File: config.mk
export PLATFORM = sky130hd
export DESIGN_NAME = mem_arbiter
export DESIGN_NICKNAME = d
export VERILOG_FILES = /design/src/rtl/mem_arbiter.sv
export SDC_FILE = /design/constraint.sdc
export NUM_CORES = 1
export LEC_CHECK = 0
export ABC_AREA = 1
export CORE_ASPECT_RATIO = 0.7
export CORE_UTILIZATION = 35
export CTS_BUF_LIST = sky130_fd_sc_hd__clkbuf_4 sky130_fd_sc_hd__clkbuf_8
export DETAILED_ROUTE_END_ITERATION = 10
export PLACE_DENSITY = 0.7
export SYNTH_ARGS = -nofsm -noshare
export SYNTH_HDL_FRONTEND = slang
export SYNTH_SLANG_ARGS = --single-unit
export TNS_END_PERCENT = 5
File: constraint.sdc
create_clock -name clock -period 2.3 [get_ports clock]
set_clock_uncertainty 0.2 [all_clocks]
set_input_delay 0.46 -clock clock [delete_from_list [all_inputs] [get_ports clock]]
set_output_delay 0.46 -clock clock [all_outputs]
set_load 0.005 [all_outputs]
File: src/rtl/mem_arbiter.sv
// Two-port arbiter/sequencer for the single-port ternary memory: serialises CPU (A) and
// loader/debug (B) transfers with round-robin fairness and a bounded B burst lock.
module mem_arbiter #(
   parameter int WORD_SIZE     = 9,
   parameter int MEM_ADDR_SIZE = 9,
   parameter int READ_LATENCY  = 0,
   parameter int MAX_LOCK      = 8
) (
   input  logic                       clock,
   input  logic                       reset,
   input  logic                       a_req,
   input  logic                       a_we,
   input  logic [2*MEM_ADDR_SIZE-1:0] a_addr,
   input  logic [2*WORD_SIZE-1:0]     a_wdata,
   input  logic                       b_req,
   input  logic                       b_we,
   input  logic [2*MEM_ADDR_SIZE-1:0] b_addr,
   input  logic [2*WORD_SIZE-1:0]     b_wdata,
   input  logic                       b_lock,
   output logic                       a_gnt,
   output logic                       b_gnt,
   output logic                       a_rvalid,
   output logic                       b_rvalid,
   output logic [2*WORD_SIZE-1:0]     rdata,
   output logic [2*MEM_ADDR_SIZE-1:0] mem_address,
   output logic [2*WORD_SIZE-1:0]     mem_write_data,
   output logic                       mem_read,
   output logic                       mem_write,
   input  logic [2*WORD_SIZE-1:0]     mem_read_data,
   output logic                       busy
);

   localparam int DW = 2 * WORD_SIZE;
   localparam int AW = 2 * MEM_ADDR_SIZE;
   localparam logic [1:0]    TRIT_ZERO  = 2'b00;
   localparam logic [DW-1:0] ZERO_WORD  = {WORD_SIZE{TRIT_ZERO}};
   localparam logic [AW-1:0] ZERO_ADDR  = {MEM_ADDR_SIZE{TRIT_ZERO}};
   localparam logic [1:0]    WAIT_INIT  = (READ_LATENCY > 0) ? 2'(READ_LATENCY - 1) : 2'd0;
   localparam logic [3:0]    LOCK_LIMIT = 4'(MAX_LOCK);

   typedef enum logic [1:0] {IDLE, ISSUE, WAIT, RESP} state_t;

   state_t          state_q, state_d;
   logic            owner_b_q, owner_b_d;
   logic [3:0]      lock_cnt_q, lock_cnt_d;
   logic            req_we_q, req_we_d;
   logic [1:0]      wait_cnt_q, wait_cnt_d;
   logic            a_gnt_q, a_gnt_d;
   logic            b_gnt_q, b_gnt_d;
   logic            a_rvalid_q, a_rvalid_d;
   logic            b_rvalid_q, b_rvalid_d;
   logic            mem_read_q, mem_read_d;
   logic            mem_write_q, mem_write_d;
   logic            busy_q, busy_d;
   logic [AW-1:0]   mem_address_q, mem_address_d;
   logic [DW-1:0]   mem_write_data_q, mem_write_data_d;
   logic [DW-1:0]   rdata_q, rdata_d;
   logic            lock_win;
   logic            pick_b;

   always_comb begin
      state_d          = state_q;
      owner_b_d        = owner_b_q;
      lock_cnt_d       = lock_cnt_q;
      req_we_d         = req_we_q;
      wait_cnt_d       = wait_cnt_q;
      mem_address_d    = mem_address_q;
      mem_write_data_d = mem_write_data_q;
      rdata_d          = rdata_q;
      a_gnt_d          = 1'b0;
      b_gnt_d          = 1'b0;
      a_rvalid_d       = 1'b0;
      b_rvalid_d       = 1'b0;
      mem_read_d       = 1'b0;
      mem_write_d      = 1'b0;

      // owner_b_q doubles as the last-served pointer; the lock only extends a B run
      lock_win = owner_b_q && b_lock && (lock_cnt_q < LOCK_LIMIT);
      pick_b   = b_req && (!a_req || lock_win || !owner_b_q);

      case (state_q)
         IDLE: begin
            if (a_req || b_req) begin
               owner_b_d        = pick_b;
               req_we_d         = pick_b ? b_we    : a_we;
               mem_address_d    = pick_b ? b_addr  : a_addr;
               mem_write_data_d = pick_b ? b_wdata : a_wdata;
               a_gnt_d          = !pick_b;
               b_gnt_d          = pick_b;
               mem_write_d      = pick_b ? b_we  : a_we;
               mem_read_d       = pick_b ? !b_we : !a_we;
               if (!pick_b || !b_lock) begin
                  lock_cnt_d = 4'd0;
               end else if (a_req && lock_win) begin
                  lock_cnt_d = lock_cnt_q + 4'd1;
               end
               state_d = ISSUE;
            end
         end
         ISSUE: begin
            if (req_we_q) begin
               state_d = IDLE;
            end else if (READ_LATENCY == 0) begin
               rdata_d    = mem_read_data;
               a_rvalid_d = !owner_b_q;
               b_rvalid_d = owner_b_q;
               state_d    = RESP;
            end else begin
               wait_cnt_d = WAIT_INIT;
               state_d    = WAIT;
            end
         end
         WAIT: begin
            if (wait_cnt_q == 2'd0) begin
               rdata_d    = mem_read_data;
               a_rvalid_d = !owner_b_q;
               b_rvalid_d = owner_b_q;
               state_d    = RESP;
            end else begin
               wait_cnt_d = wait_cnt_q - 2'd1;
            end
         end
         RESP:    state_d = IDLE;
         default: state_d = IDLE;
      endcase

      busy_d = (state_d != IDLE);
   end

   always_ff @(posedge clock or negedge reset) begin
      if (!reset) begin
         state_q          <= IDLE;
         owner_b_q        <= 1'b1;
         lock_cnt_q       <= 4'd0;
         req_we_q         <= 1'b0;
         wait_cnt_q       <= 2'd0;
         a_gnt_q          <= 1'b0;
         b_gnt_q          <= 1'b0;
         a_rvalid_q       <= 1'b0;
         b_rvalid_q       <= 1'b0;
         mem_read_q       <= 1'b0;
         mem_write_q      <= 1'b0;
         busy_q           <= 1'b0;
         mem_address_q    <= ZERO_ADDR;
         mem_write_data_q <= ZERO_WORD;
         rdata_q          <= ZERO_WORD;
      end else begin
         state_q          <= state_d;
         owner_b_q        <= owner_b_d;
         lock_cnt_q       <= lock_cnt_d;
         req_we_q         <= req_we_d;
         wait_cnt_q       <= wait_cnt_d;
         a_gnt_q          <= a_gnt_d;
         b_gnt_q          <= b_gnt_d;
         a_rvalid_q       <= a_rvalid_d;
         b_rvalid_q       <= b_rvalid_d;
         mem_read_q       <= mem_read_d;
         mem_write_q      <= mem_write_d;
         busy_q           <= busy_d;
         mem_address_q    <= mem_address_d;
         mem_write_data_q <= mem_write_data_d;
         rdata_q          <= rdata_d;
      end
   end

   assign a_gnt          = a_gnt_q;
   assign b_gnt          = b_gnt_q;
   assign a_rvalid       = a_rvalid_q;
   assign b_rvalid       = b_rvalid_q;
   assign mem_read       = mem_read_q;
   assign mem_write      = mem_write_q;
   assign busy           = busy_q;
   assign mem_address    = mem_address_q;
   assign mem_write_data = mem_write_data_q;
   assign rdata          = rdata_q;

endmodule

==> metrics.yaml <==
global_routing:
  antenna_found_initial: 0
  overflow: 0
  track_usage: 0.199
  grt_max_degree: 42
  grt_pass1_vias: 3216
  grt_pass1_wl_um: 15800
finish:
  final_area_um2: 5320
  fill_cells: 822
  instances_no_fill: 699
  multi_input_area_um2: 1280
  diodes: 0
  areaGrowthSynthToFinish_pct: 56.3
  utilization: 0.575
  fin_nets: 672
  drive_gt1_frac: 0.0609
  seq_area_um2: 1780
timing:
  hold_ws_ps: 284
  final.period_utilization: 0.846
  fmax_mhz: 514
  relSlewSlack: 0.538
  rsz0062_at_grt: "false"
  fin_crit_ps: 1950
  worst_pin_slew_ps: 692
  hold_viol: 0
  final-max-slew-violation-count: 0
  setup_tns_ps: 0
  setup_viol: 0
floorplan:
  coreArea_um2: 9250
  dieArea_um2: 10100
  initial_core_util: 0.368
  io_pins: 158
  dieHeight_um: 84.5
  die_width_um: 120
  rows: 29
hold_path:
  hp-class: "register to register"
  min_delay_path_depth: 2
detailed_routing:
  vias: 3269
  drtIter0Drc: 142
  drc: 0
  drtPass1Iterations: 4
  wl_um: 9550
  wire_per_inst_um: 13.7
  viasPerCell: 4.68
  drtAntennaViolNets: 0
run:
  drv_cap: 0
placed_design:
  port_buffers: 157
  place_area_um2: 5090
  place.gp.congestion: 0.811
  place_hpwl_um: 7040
  placed_cells: 682
clock_tree:
  clk_latency_ps: 340
  root_buffer: "clkbuf_8"
  hold_buffers: 1
  post_cts_buffers: 0
  cts.sinks: 71
  htree_levels: 3
  clockBufferDepth: 2
  clk_pin_slew_ps: 70
  cts_tree: "done"
  post_cts_resized: 0
  numCtsBuffers: 9
pwr:
  p_int_mw: 3.99
  switching_share: 0.344
  p_per_area_nw_per_um2: 1140
  p_leak_nw: 2.58
  peakVddDrop_v: 0.000532
  combPwrFrac: 0.460
  pwr-share-clk: 0.182
  p_seq_frac: 0.358
  p_switching_mw: 2.09
critical_path:
  path_cells: "inv_1 -> ha_1 -> inv_1 -> nor2_4 -> inv_2 -> nand2_1 -> nand3_1"
  critPathSlowestCell: "inv_2"
  crit_top_cell: "inv_1"
  cp.required_ps: 2380
  critPathMaxStageDelay_ps: 520
  critPathMaxFanout: 41
  setup.worst_path.class: "register to register"
  cp-start-kind: "register"
  r2r_cells: 7
  cp.arrival_ps: 2020
  cp-end-kind: "register"
synthesis:
  synth-seq-area-share: 0.522
  post-synth-top-area-cell: "dfrtp_1"
  synthDominantCellAreaShare: 0.514
  synthArstFlopShare: 1.00
  syn-num-nets: 515
  synthFlopType: "dfrtp_1"
  yosysMostFrequentCell: "nand2_1"
  synth.area.top_cells: "dfrtp_1 (51%), nand2_1 (14%), nand3_1 (8.7%)"
  ys_ff_latch: 71
  synthCells: 413
  yosysWarnings: 0
  synth_area_um2: 3410
  synth_edf_count: 0
  netlist_top_cells_count: "nand2_1 (124), dfrtp_1 (70), nand3_1 (59), inv_1 (54)"
  syn_avg_cell_area_um2: 8.25
  ys_types: 21
run_status:
  status: "complete, no violations"
-- cell usage in the layout, fill, tap and decap left out --
cell type / Yosys / layout
a21oi_1: 3 / 3
buf_4: 2 / 14
bufinv_16: 0 / 2
clkbuf_4: 0 / 1
clkbuf_8: 0 / 10
clkdlybuf4s50_1: 0 / 156
clkinv_2: 0 / 1
clkinv_4: 0 / 1
clkinvlp_4: 0 / 1
dfrtp_1: 70 / 70
dfstp_2: 1 / 1
dlygate4sd3_1: 0 / 1
ha_1: 5 / 5
inv_1: 54 / 54
inv_2: 1 / 1
nand2_1: 124 / 124
nand3_1: 59 / 59
nand3_2: 1 / 1
nand3b_1: 21 / 21
nand4_1: 18 / 18
nor2_1: 6 / 6
nor2_2: 1 / 1
nor2_4: 1 / 1
o21ai_0: 21 / 21
xor2_1: 2 / 2
-- worst max-delay path: cells and delay by family, from the launching register on --
kind / cells / cell delay [ps]
DFF: 1 / 380
and+or+nand+nor: 3 / 320
buffers and inverters: 3 / 790
adders and majority gates: 1 / 190
-- state kept, by name (all words and copies together) (netlist names), 2 cells and up --
name,cells
wait_cnt_q,2
lock_cnt_q,4
rdata,18
state_q,2
mem_write_data,18
mem_address,18
-- metrics by stage --
step,worst slack [ps],power [mW]
after detailed placement,29.1,5.01
final,353,6.08
after CTS,334,6.15
after floorplan,686,3.46
after global placement,128,4.94
after global routing,173,6.58
-- power by group through the flow --
stage | clock network (mW) | registers (mW) | logic [mW]
after floorplan | 0 | 2.18 | 1.27
after global placement | 0 | 2.18 | 2.76
after detailed placement | 0 | 2.18 | 2.84
after CTS | 1.14 | 2.17 | 2.84
after global routing | 1.19 | 2.25 | 3.14
final | 1.11 | 2.18 | 2.80
-- final cells by class --
cell class                      instances  share of cell area
Clock buffer                           11              0.0273
Clock inverter                          5              0.0153
Inverter                               55              0.0388
Multi-Input combinational cell        262               0.241
Sequential cell                        71               0.334
Tap cell                              124              0.0291
Timing Repair Buffer                  171               0.315
-- worst paths after layout --
path / startpoint / endpoint / slack, ps
max: state_q[1]$_DFF_PN0_ / mem_write_data[8]$_DFFE_PN0P_ / 350
min: mem_address[0]$_DFFE_PN0P_ / mem_address[0]$_DFFE_PN0P_ / 280
max reg2reg: state_q[1]$_DFF_PN0_ / mem_write_data[8]$_DFFE_PN0P_ / 350
min reg2reg: mem_address[0]$_DFFE_PN0P_ / mem_address[0]$_DFFE_PN0P_ / 280
min in group asynchronous: reset / mem_write_data[5]$_DFFE_PN0P_ / 430
max in group asynchronous: reset / rdata[2]$_DFFE_PN0P_ / 900
-- metal layers --
layer  vias to the layer above  wire [µm]  track usage
met5                         -          0            0
met2                       141       4280        0.310
met3                        10        844       0.0557
li1                       1628          -            -
met1                      1490       4350        0.273
met4                         0         86       0.0511
-- cell families (layout without fill, tap and decap cells) --
kind of cell / Yosys count / count (layout) / share of synthesized area
DFF: 71 / 71 / 0.522
buffers and inverters: 80 / 242 / 0.102
AOI/OAI and AO/OA: 24 / 24 / 0.0353
adders and majority gates: 5 / 5 / 0.0184
and+or+nand+nor: 231 / 231 / 0.317
xor gates and xnor gates: 2 / 2 / 0.00514
Power figures use the tool's default switching activity.
